### src/rtl/wash_bay_scheduler.sv
// wash_bay_scheduler: round-robin arbiter sharing one wash machine controller
// among NUM_USERS coin stations. Grants one station, feeds the controller its
// coin/double-wash inputs, and holds the grant until wash_done returns.
module wash_bay_scheduler #(
  parameter int unsigned NUM_USERS   = 4,
  parameter int unsigned COIN_CYCLES = 2,
  parameter int unsigned ACK_TIMEOUT = 16,
  parameter int unsigned CNT_W       = 8,
  localparam int unsigned ID_W       = $clog2(NUM_USERS)
) (
  input  logic                 clk,
  input  logic                 rst,
  input  logic [NUM_USERS-1:0] req,
  input  logic [NUM_USERS-1:0] dbl_req,
  input  logic                 wash_done_in,
  output logic [NUM_USERS-1:0] grant,
  output logic [ID_W-1:0]      grant_id,
  output logic                 coin_out,
  output logic                 double_wash_out,
  output logic                 busy,
  output logic                 served,
  output logic                 fault,
  output logic [CNT_W-1:0]     served_cnt,
  output logic [1:0]           state
);

  typedef enum logic [1:0] {
    S_IDLE = 2'b00,
    S_LOAD = 2'b01,
    S_RUN  = 2'b10,
    S_DONE = 2'b11
  } state_t;

  localparam logic [CNT_W-1:0]     COIN_N    = CNT_W'(COIN_CYCLES);
  localparam logic [CNT_W-1:0]     COIN_LAST = CNT_W'(COIN_CYCLES - 1);
  localparam logic [CNT_W-1:0]     ACK_LAST  = CNT_W'(ACK_TIMEOUT - 1);
  localparam logic [ID_W-1:0]      ID_MAX    = ID_W'(NUM_USERS - 1);
  localparam logic [NUM_USERS-1:0] ONE_HOT0  = NUM_USERS'(1);

  state_t           cur_state;
  state_t           nxt_state;
  logic [CNT_W-1:0] ld_cnt;
  logic [ID_W-1:0]  last;
  logic [ID_W-1:0]  cand;
  logic [ID_W-1:0]  pick_id;
  logic             pick_valid;
  logic             timeout;

  // Round-robin search starting just after the last served station.
  always_comb begin
    pick_valid = 1'b0;
    pick_id    = '0;
    cand       = last;
    for (int unsigned i = 0; i < NUM_USERS; i++) begin
      cand = (cand == ID_MAX) ? '0 : cand + ID_W'(1);
      if (!pick_valid && req[cand]) begin
        pick_valid = 1'b1;
        pick_id    = cand;
      end
    end
  end

  // Next-state decode; the RUN handoff takes precedence over the ACK timeout.
  always_comb begin
    nxt_state = cur_state;
    timeout   = 1'b0;
    case (cur_state)
      S_IDLE: if (pick_valid) nxt_state = S_LOAD;
      S_LOAD: begin
        if (ld_cnt >= COIN_LAST && !wash_done_in) begin
          nxt_state = S_RUN;
        end else if (ld_cnt == ACK_LAST && wash_done_in) begin
          nxt_state = S_IDLE;
          timeout   = 1'b1;
        end
      end
      S_RUN:  if (wash_done_in) nxt_state = S_DONE;
      S_DONE: nxt_state = S_IDLE;
      default: nxt_state = S_IDLE;
    endcase
  end

  // State register.
  always_ff @(posedge clk) begin
    if (rst) cur_state <= S_IDLE;
    else     cur_state <= nxt_state;
  end

  // Grant, counters and pulse registers; served/fault are set on the
  // transition edge so they are visible in DONE / the first IDLE cycle.
  always_ff @(posedge clk) begin
    if (rst) begin
      grant           <= '0;
      grant_id        <= '0;
      double_wash_out <= 1'b0;
      ld_cnt          <= '0;
      served          <= 1'b0;
      fault           <= 1'b0;
      served_cnt      <= '0;
      last            <= ID_MAX;
    end else begin
      served <= 1'b0;
      fault  <= 1'b0;
      case (cur_state)
        S_IDLE: begin
          if (pick_valid) begin
            grant           <= ONE_HOT0 << pick_id;
            grant_id        <= pick_id;
            double_wash_out <= dbl_req[pick_id];
            ld_cnt          <= '0;
          end
        end
        S_LOAD: begin
          ld_cnt <= ld_cnt + CNT_W'(1);
          if (timeout) begin
            fault           <= 1'b1;
            last            <= grant_id;
            grant           <= '0;
            grant_id        <= '0;
            double_wash_out <= 1'b0;
          end
        end
        S_RUN: begin
          if (wash_done_in) begin
            served     <= 1'b1;
            served_cnt <= served_cnt + CNT_W'(1);
          end
        end
        S_DONE: begin
          last            <= grant_id;
          grant           <= '0;
          grant_id        <= '0;
          double_wash_out <= 1'b0;
        end
        default: ;
      endcase
    end
  end

  // Outputs decoded from registered state.
  always_comb begin
    coin_out = (cur_state == S_LOAD) && (ld_cnt < COIN_N);
    busy     = (cur_state != S_IDLE);
    state    = cur_state;
  end

endmodule

### config.mk
export PLATFORM = sky130hd
export DESIGN_NAME = wash_bay_scheduler
export DESIGN_NICKNAME = d
export VERILOG_FILES = /design/src/rtl/wash_bay_scheduler.sv
export SDC_FILE = /design/constraint.sdc
export NUM_CORES = 1
export LEC_CHECK = 0
export ABC_AREA = 1
export CAP_MARGIN = 30
export CORE_ASPECT_RATIO = 0.8
export CORE_MARGIN = 3
export CORE_UTILIZATION = 47
export DETAILED_ROUTE_END_ITERATION = 10
export PLACE_DENSITY_LB_ADDON = 0.15
export SETUP_SLACK_MARGIN = 0.1
export SLEW_MARGIN = 20
export SYNTH_ARGS = -nofsm -noshare
export SYNTH_HDL_FRONTEND = slang
export SYNTH_SLANG_ARGS = --single-unit
export TNS_END_PERCENT = 1
### constraint.sdc
create_clock -name clk -period 2.6 [get_ports clk]
set_input_delay 0.26 -clock clk [delete_from_list [all_inputs] [get_ports clk]]
set_output_delay 0.26 -clock clk [all_outputs]
set_load 0.05 [all_outputs]
==> results.rst <==
.. list-table::
   :header-rows: 1

   * - Metric
     - Value
   * - P per Cell Area
     - slightly above 600 mW/mm²
   * - Final cycle utilization of the critical path
     - about four fifths
   * - Clock tree from TritonCTS
     - done
   * - Met1 global-route usage
     - 28.28%
   * - Total of cells resized after clock tree synthesis
     - 0
   * - Effective utilization at floorplan
     - 51.65%
   * - Routed vias/inst
     - approximately 5.0
   * - Die area
     - 0.004348 mm²
   * - Die extent in x
     - between 70 and 80 µm
   * - Fraction of layout cells with a size suffix above 1
     - a little over an eighth
   * - Worst Slack Setup Final
     - roughly 490 ps
   * - Summed instance area of the synthesized netlist
     - roughly 0.0017 mm²
   * - Setup-failing EPs final
     - 0
   * - Slew Limit Headroom
     - 65.91%
   * - Worst skew pair latency
     - roughly 270 ps
   * - Final ANT Viol Nets
     - 0
   * - Number of fill cells
     - 297
   * - Proportion of netlist area held by the largest area contributor
     - roughly a third
   * - Largest voltage drop on the vdd net
     - roughly 440 µV
   * - Switching portion of total power
     - about a third
   * - Number of top-level design ports
     - 32
   * - # placed instances
     - 320
   * - Average cell area after synthesis
     - approximately 6.7 µm²
   * - Routed via count
     - roughly 1,600
   * - Half-perimeter wire length of the detailed placement result
     - 2764 µm
   * - Clock buffers created by TritonCTS
     - 5
   * - N_diodes
     - 0
   * - Comb pwr share
     - roughly a quarter
   * - Count of cell instances traversed by the critical path
     - 12
   * - Destination of the critical timing path
     - grant[0]$_SDFFE_PP0P_
   * - Remaining global-route overflow
     - 0
   * - Net switching component of the power
     - 0.4142 mW
   * - Top area cells in the synthesized netlist
     - dfxtp_1 34%, nand2_1 13%, inv_1 8.9%, a21oi_1 5.9%, nand3_1 5.6%
   * - Minimum setup slack among reg-to-reg paths
     - between 400 and 500 ps
   * - Vias in the first global route
     - between 1,000 and 1,500
   * - Reported leakage power
     - 0.9073 nW
   * - Design internal power
     - between 0.8 and 0.9 mW
   * - Gr busiest metal
     - met1
   * - Total Wirelength
     - 3766 µm
   * - Crit path max-delay family
     - simple AND/OR/NAND/NOR gates
   * - Sequential element share of the synthesized area
     - between 30% and 40%
   * - Critical path data required time
     - between 2000 and 3000 ps
   * - FMAX
     - around 470 MHz
   * - Post-Syn Nets
     - 266
   * - Wire length of the first global-routing pass
     - around 6300 µm
   * - Delay of the slowest cell on the worst path
     - 440 ps
   * - Syn. warnings
     - 0
   * - Final Net Count
     - between 300 and 400
   * - Clock power frac
     - between 30% and 40%
   * - CP Launch Type
     - register
   * - Most common cell type on the critical path
     - nand2_1
   * - Number of buffer and inverter stages on the critical path
     - 1
   * - Total of max-cap violations
     - 0
   * - Starting DRC count in detailed routing
     - around 150
   * - Yosys top cell by area
     - dfxtp_1
   * - Pre-CTS setup slack
     - approximately 530 ps
   * - Maximum number of pins on one net before global-route repair
     - 15
   * - Global Route met3 Usage
     - around 4.9%
   * - Cells after synthesis
     - 250
   * - Number of rows created at floorplan
     - 18
   * - Post-layout instance count excluding filler cells
     - ~330
   * - Worst setup path start
     - last[0]$_SDFFE_PP1P_
   * - CP cell instances
     - ha_1 > inv_2 > nand2_1 > nand2_2 > nand2_1 > nand2_1 > nand4_2 > nand2_2 > nor2_4 > nor2_4 > a22oi_1 > nor2_1
   * - Post-detailed-route DRC marker count
     - 0
   * - Mean routed wirelength per cell
     - about 11 µm
   * - Synth Register Bits
     - 29
   * - Clock root cell
     - clkbuf_8
   * - Die Y-Extent
     - 59.58 µm
   * - Clock transition at the registers of the reported paths
     - about 60 ps
   * - Min-delay worst type
     - register to register
   * - Part of the power in registers
     - 37.3%
   * - Hold-fix buffers, CTS
     - 0
   * - RSZ-0062 raised after global routing
     - false
   * - Clock buffer depth
     - 2
   * - Antenna violations before repair
     - 0
   * - Crit path time final
     - 2108 ps
   * - Utilization after layout
     - roughly 66%
   * - R2R depth
     - 12
   * - Layout overhead on the synthesized area
     - 28.26%
   * - Clock Sinks
     - 29
   * - Count of buffers inserted at the top-level ports
     - 31
   * - Met2 usage in global routing
     - 24.42%
   * - Area of the core
     - about 0.0033 mm²
   * - Status
     - finished clean
   * - Worst-path fanout max
     - 7
   * - Kind of critical path
     - register to register
   * - Min Hold Slack
     - about 470 ps
   * - Count of H-tree levels built during CTS
     - 2
   * - Endpoint of the lowest-slack register-to-register path
     - grant[0]$_SDFFE_PP0P_
   * - CP Data Arrival Time
     - roughly 2300 ps
   * - Gpl congestion
     - between 0.8 and 0.9
   * - Critical Path Sink Type
     - register
   * - Global Route Usage Sum
     - a little under a fifth
   * - Critical-path cell with the highest stage delay
     - ha_1
   * - Final sum of negative setup slack
     - 0 ps
   * - Actual slew at the worst max-slew pin
     - between 500 and 600 ps
   * - Worst r2r src
     - last[0]$_SDFFE_PP1P_
   * - Setup skew after layout
     - 3.852 ps
   * - Max-slew violation count
     - 0
   * - Post-CTS Setup Bufs
     - 0
   * - TritonRoute pass-1 iters
     - 5
   * - Final number of hold-violating endpoints
     - 0
   * - Cell variety after synth
     - 30
-- synth_stat cells (all sizes together) --
master / count
inv: 42
nand2: 71
nor3b: 1
nand4: 4
a211oi: 1
a21oi: 22
nand3: 20
ha: 5
o21bai: 1
o21a: 1
nor4: 1
o21ai: 12
a221oi: 1
nor2: 26
a31oi: 2
nor3: 5
clkbuf: 2
dfxtp: 29
dlymetal6s2s: 1
a22oi: 3
-- area by class of cell --
| class | count | area, µm² | area share [%] |
|---|---|---|---|
| Clock buffer | 6 | 82.58 | 3.817 |
| Clock inverter | 2 | 37.54 | 1.735 |
| Inverter | 42 | 157.7 | 7.287 |
| Multi-Input combinational cell | 176 | 932.1 | 43.09 |
| Sequential cell | 29 | 580.6 | 26.84 |
| Tap cell | 40 | 50.05 | 2.313 |
| Timing Repair Buffer | 33 | 322.8 | 14.92 |
-- registers in the layout, summed over array words and instances (netlist names), named ones only --
signal,cells
last,2
state,1
grant_id,2
served,1
double_wash_out,1
ld_cnt,8
served_cnt,8
grant,4
fault,1
-- logic make-up after synthesis --
group,share of synthesized area [%]
compound gates,14.76
fa+ha+maj,3.709
simple gates,36.50
buf+inv,10.61
flops,34.42
-- worst min path at each step --
stage / start / end / slack, ps / depth (start not counted)
after CTS: grant[1]$_SDFFE_PP0P_ / grant[1]$_SDFFE_PP0P_ / 470 / 2
after global placement: grant[1]$_SDFFE_PP0P_ / grant[1]$_SDFFE_PP0P_ / 460 / 2
after floorplan: wash_done_in / fault$_SDFF_PP0_ / 410 / 2
final: grant[1]$_SDFFE_PP0P_ / grant[1]$_SDFFE_PP0P_ / 470 / 2
after global routing: double_wash_out$_SDFFE_PP0P_ / double_wash_out$_SDFFE_PP0P_ / 500 / 2
after detailed placement: grant[1]$_SDFFE_PP0P_ / grant[1]$_SDFFE_PP0P_ / 460 / 2
-- cell usage in the layout (no fill, tap or decap), types with 2 or more instances in the layout --
cell type / Yosys / routed
a31oi_1: 2 / 2
inv_2: 2 / 2
inv_1: 40 / 40
nand2_1: 59 / 59
nand4_1: 3 / 3
a21oi_2: 2 / 2
dfxtp_1: 29 / 29
nand2_2: 12 / 12
a21oi_1: 20 / 20
clkbuf_8: 0 / 6
nor3_2: 1 / 2
buf_4: 0 / 3
nand3_1: 19 / 19
nor2_2: 2 / 2
clkdlybuf4s50_1: 0 / 30
ha_1: 5 / 5
nor3_1: 4 / 3
o21ai_0: 11 / 11
nor2_4: 4 / 4
nor2_1: 20 / 20
a22oi_1: 3 / 3
-- tightest hold or removal path: cells and delay by family, from the launching register on --
family	cells	cell delay, ps
flops	1	310
simple gates	1	60
compound gates	1	50
-- power by group through the flow --
stage,logic [mW],registers (mW),clock network (mW)
after global placement,0.330,0.497,0
after global routing,0.366,0.489,0.516
after floorplan,0.179,0.551,0
after CTS,0.335,0.487,0.496
after detailed placement,0.331,0.497,0
final,0.334,0.487,0.484
-- per-layer routing --
metal / up-vias / share of wire, %
li1: 876 / -
met1: 701 / 51
met2: 62 / 41
met3: 4 / 7.0
met4: 0 / 0.61
met5: - / 0
-- metrics by stage --
stage / cell area, µm² / power, mW
final: 2163 / 1.305
after global placement: 2043 / 0.8266
after CTS: 2163 / 1.317
after detailed placement: 2043 / 0.8276
after global routing: 2163 / 1.371
after floorplan: 1692 / 0.7302
No activity file was read; power rests on OpenSTA's default activity.
==> edit 1, RTL diff (same flow settings) <==
Put one more register stage on the output `served_cnt`, without a reset. The value now appears one clock later. The other outputs are not delayed to match.
--- a/src/rtl/wash_bay_scheduler.sv
+++ b/src/rtl/wash_bay_scheduler.sv
@@ -38,2 +38,4 @@
   localparam logic [NUM_USERS-1:0] ONE_HOT0  = NUM_USERS'(1);
+
+  logic [CNT_W-1:0] served_cnt_s0;
 
@@ -98,3 +100,3 @@
       fault           <= 1'b0;
-      served_cnt      <= '0;
+      served_cnt_s0   <= '0;
       last            <= ID_MAX;
@@ -125,3 +127,3 @@
             served     <= 1'b1;
-            served_cnt <= served_cnt + CNT_W'(1);
+            served_cnt_s0 <= served_cnt_s0 + CNT_W'(1);
           end
@@ -146,2 +148,6 @@
 
+  always_ff @(posedge clk) begin
+    served_cnt <= served_cnt_s0;
+  end
+
 endmodule
Formal check against the unedited RTL: not equivalent (Yosys sat finds a counterexample within 10 cycles, from zero or initial values and one cycle with rst high).
==> edit 1 against the unedited design <==
  * Sequential cell count is 8 higher
  * Synthesized area rose by 12%
  * Die area increased by 11%
  * Clock skew up 0.0025 ns
  * Synthesized cell count up 5.2%
  * Global-route usage decreased by 1.4 points
  * Total power up 30%
  * Routed wire length is 2.7% higher
  * Setup slack got worse by 0.16 ns
  * Design area increased by 9.3%
  * Largest cell class unchanged
==> edit 1: results (changes against the unedited design) <==
[synth]
yosysSeqAreaShare_pct = 39.2  ; was 34.4%
syn_inst = 263  ; was 250
syn-num-nets = 279  ; was 266
ys_top_cells_by_area = dfxtp_1 39%, nand2_1 10%, inv_1 7.5%, a21oi_1 6.6%, nand3_1 5.3%  ; was dfxtp_1 34%, nand2_1 13%, inv_1 8.9%, a21oi_1 5.9%, nand3_1 5.6%
synth_commonest_cells = 52 x nand2_1, 38 x inv_1, 37 x dfxtp_1  ; was 59 x nand2_1, 40 x inv_1, 29 x dfxtp_1
synth-adder-area-share_pct = 3.31  ; was 3.71%

[global_route]
grt_usage_pct = 17.1  ; was 18.5%

[finish]
clkCellAreaFrac_pct = 3.81  ; was 5.55%
nClkBuffers = 5  ; was 6
num-nonclk-inverters = 46  ; was 42
drive_gt1_share_pct = 14.3  ; was 13.5%
regArea_um2 = 741  ; was 581 um2

[route]
wire_per_inst_um = 11.0  ; was 11.5 um
drtPass1Iterations = 4  ; was 5
vias = 1683  ; was 1643

[setup_path]
critPathLaunch = state[0]$_SDFFE_PP0P_  ; was last[0]$_SDFFE_PP1P_
slowest_stage = clkdlybuf4s50_1  ; was ha_1
max_stage_delay_ns = 0.81  ; was 0.44 ns
arrival_ns = 2.01  ; was 2.25 ns

[power_and_ir_drop]
vdd_drop_max_mv = 0.438  ; was 0.441 mV

[placed_design]
place_worst_setup_slack_ns = 0.617  ; was 0.531 ns
placed_cell_area_um2 = 2270  ; was 2040 um2
dp_hpwl_um = 2910  ; was 2760 um

[hold_path]
min_from = served_cnt_s0[7]$_SDFFE_PP0P_  ; was grant[1]$_SDFFE_PP0P_

[clocking]
clock_latency_ns = 0.29  ; was 0.27 ns
clkTransAtPathRegs_ns = 0.08  ; was 0.06 ns

[timing]
skew_ns = 0.00639  ; was 0.00385 ns
fmax_mhz = 441  ; was 474 MHz

[run_status]
status = complete, no violations  ; unchanged

==> edit 1: cell count changes after synthesis, moves of 3 or more <==
cell     change
a21oi_1      +5
dfxtp_1      +8
inv_2        +6
nand2_1      -7
nor3_1       +3
==> edit 1: logic make-up (layout without fill, tap and decap cells) <==
| family | after synthesis | count (layout) |
|---|---|---|
| AO/OA/AOI/OAI | 46 | 46 |
| AND/OR/NAND/NOR | 126 | 126 |
| adder cells (fa/ha/maj) | 5 | 5 |
| buffers and inverters | 49 | 87 |
| flip-flops | 37 | 37 |
==> edit 1: power by group <==
part | leakage, nW | internal, mW | switching [mW]
clock | 0.0445 | 0.190 | 0.215
sequential | 0.300 | 0.608 | 0.0361
combinational | 0.644 | 0.217 | 0.436
==> edit 1: per-layer routing <==
layer  vias up  part of all wire (%)  wire length [um]  track usage (%)
met5         -                     0                 0                0
met4         0                   1.4                56             6.11
met3         7                   4.8               187             4.76
met2        38                    41              1570             25.2
met1       718                    53              2060             23.8
li1        920                     -                 -                -
==> edit 2, RTL diff (same settings) <==
Without the edit above. Set the parameter `CNT_W` to 10 (it was 8).
--- a/src/rtl/wash_bay_scheduler.sv
+++ b/src/rtl/wash_bay_scheduler.sv
@@ -7,3 +7,3 @@
   parameter int unsigned ACK_TIMEOUT = 16,
-  parameter int unsigned CNT_W       = 8,
+  parameter int unsigned CNT_W       = 10,
   localparam int unsigned ID_W       = $clog2(NUM_USERS)
Interface: changed (resized served_cnt); port bits go from 32 to 34. No check against the original RTL was run, so the function may have changed too.
==> edit 2 against the unedited design <==
  * Sequential share of layout area grew 1.1 points
  * Utilization shrank 0.84 points
  * Sequential cell count grew 4
  * Synthesized area grew 11%
  * Design area grew 9.3%
  * Synthesized cell count grew 12%
  * First-iteration DRC count shrank 49%
  * Routed wire length grew 10%
  * Setup slack gained 0.022 ns
  * Critical path depth grew 1
  * Global-route usage shrank 0.26 points
  * Critical endpoint is now double_wash_out$_SDFFE_PP0P_
  * Total power grew 16%
==> edit 2: results (changes against the unedited design) <==
[clocking]
postCtsResizedCells = 0  ; unchanged
clock_path_buffers = 2  ; unchanged

[finish]
drive_gt1_share_pct = 10.7  ; was 13.5%
largestRegisters = ld_cnt x10, served_cnt x10, grant x4  ; was ld_cnt x8, served_cnt x8, grant x4
nNetsFinal = 334  ; was 303
fin_cells = 371  ; was 328
fill_cells = 349  ; was 297

[power_and_ir_drop]
vdd_drop_max_mv = 0.331  ; was 0.441 mV
p_leak_nw = 0.991  ; was 0.907 nW
p_sw_share_pct = 39.0  ; was 31.7%

[global_route]
grt_pass1_wl_um = 7270  ; was 6330 um
grt_max_degree = 16  ; was 15
first_global_vias = 1637  ; was 1416
grt_usage_pct = 18.2  ; was 18.5%

[placed_design]
dp_hpwl_um = 3170  ; was 2760 um
io_buffers = 33  ; was 31
dp_cells = 363  ; was 320
placed_cell_area_um2 = 2280  ; was 2040 um2
gp_congestion = 0.865  ; was 0.856

[hold_path]
min_path_type = register to register  ; unchanged
min_from = grant[2]$_SDFFE_PP0P_  ; was grant[1]$_SDFFE_PP0P_

[route]
drtPass1Iterations = 4  ; was 5
ant_nets = 0  ; unchanged
via_per_inst = 4.88  ; was 5.01
wire_per_inst_um = 11.2  ; was 11.5 um
drt_iter0_drc = 75  ; was 148

[synth]
synth_commonest_cells = 64 x nand2_1, 39 x inv_1, 33 x dfxtp_1  ; was 59 x nand2_1, 40 x inv_1, 29 x dfxtp_1
yosysSeqAreaShare_pct = 35.3  ; was 34.4%
ys.flop_type = dfxtp_1  ; unchanged
synthMuxAreaShare_pct = 0  ; unchanged
ys_top_cells_by_area = dfxtp_1 35%, nand2_1 13%, inv_1 7.8%, a21oi_1 7.5%, nand3_1 5.9%  ; was dfxtp_1 34%, nand2_1 13%, inv_1 8.9%, a21oi_1 5.9%, nand3_1 5.6%
async_flop_share_pct = 0  ; unchanged
synth_compound_area_share_pct = 14.9  ; was 14.8%
syn-num-nets = 296  ; was 266
synth-adder-area-share_pct = 3.34  ; was 3.71%
syn_inst = 280  ; was 250
synth_cell_types = 33  ; was 30

[run_status]
status = complete, no violations  ; unchanged

[setup_path]
slowest_stage = dfxtp_1  ; was ha_1
max_stage_delay_ns = 0.44  ; about the same
path_delay_family = simple AND/OR/NAND/NOR gates  ; unchanged
critPathLaunch = last[0]$_SDFFE_PP1P_  ; unchanged
crit_fanout = 7  ; unchanged

[timing]
tightest_slew_ns = 0.582  ; was 0.511 ns
skew_ns = 0.00640  ; was 0.00385 ns

==> edit 2: logic make-up after synthesis <==
kind of cell | after synthesis
adder cells (fa/ha/maj) | 5
flip-flops | 33
AND/OR/NAND/NOR | 141
buffers and inverters | 50
AO/OA/AOI/OAI | 51
==> edit 2: power by group through the flow <==
stage / Clock [mW] / Sequential, mW / Combinational, mW
3_5_place_dp: 0 / 0.583 / 0.588
2_1_floorplan: 0 / 0.669 / 0.328
4_1_cts: 0.369 / 0.571 / 0.590
5_1_grt: 0.392 / 0.578 / 0.637
3_3_place_gp: 0 / 0.582 / 0.582
6_report: 0.358 / 0.572 / 0.587
==> edit 2: per-stage QoR <==
stage / setup slack [ns] / utilization [%] / hold slack, ns
detailed placement: 0.536 / 63.1 / 0.456
global placement: 0.570 / 63.1 / 0.450
CTS: 0.523 / 65.4 / 0.466
floorplan: 0.425 / - / 0.439
global route: 0.305 / 65.4 / 0.482
finish: 0.514 / 65.4 / 0.462
==> edit 2: final timing paths <==
kind	end	slack, ns	depth (start not counted)
setup / recovery	double_wash_out$_SDFFE_PP0P_	0.51	13
hold / removal	grant[2]$_SDFFE_PP0P_	0.46	2
setup reg to reg	double_wash_out$_SDFFE_PP0P_	0.51	13
hold reg to reg	grant[2]$_SDFFE_PP0P_	0.46	2
==> edit 2: metal layers <==
metal,GRT usage [%],part of all wire [%],up-vias
met2,28.0,41,24
li1,-,-,985
met1,26.1,55,800
met4,4.98,0.50,0
met5,0,0,-
met3,3.60,2.8,2
==> edit 2: area by class of cell <==
type	count	area, um2	area share [%]
Multi-Input combinational cell	197	1020	43.4
Sequential cell	33	661	28.0
Timing Repair Buffer	35	355	15.0
Inverter	46	175	7.41
Clock buffer	6	72.6	3.07
Tap cell	52	65.1	2.75
Clock inverter	2	10.0	0.424
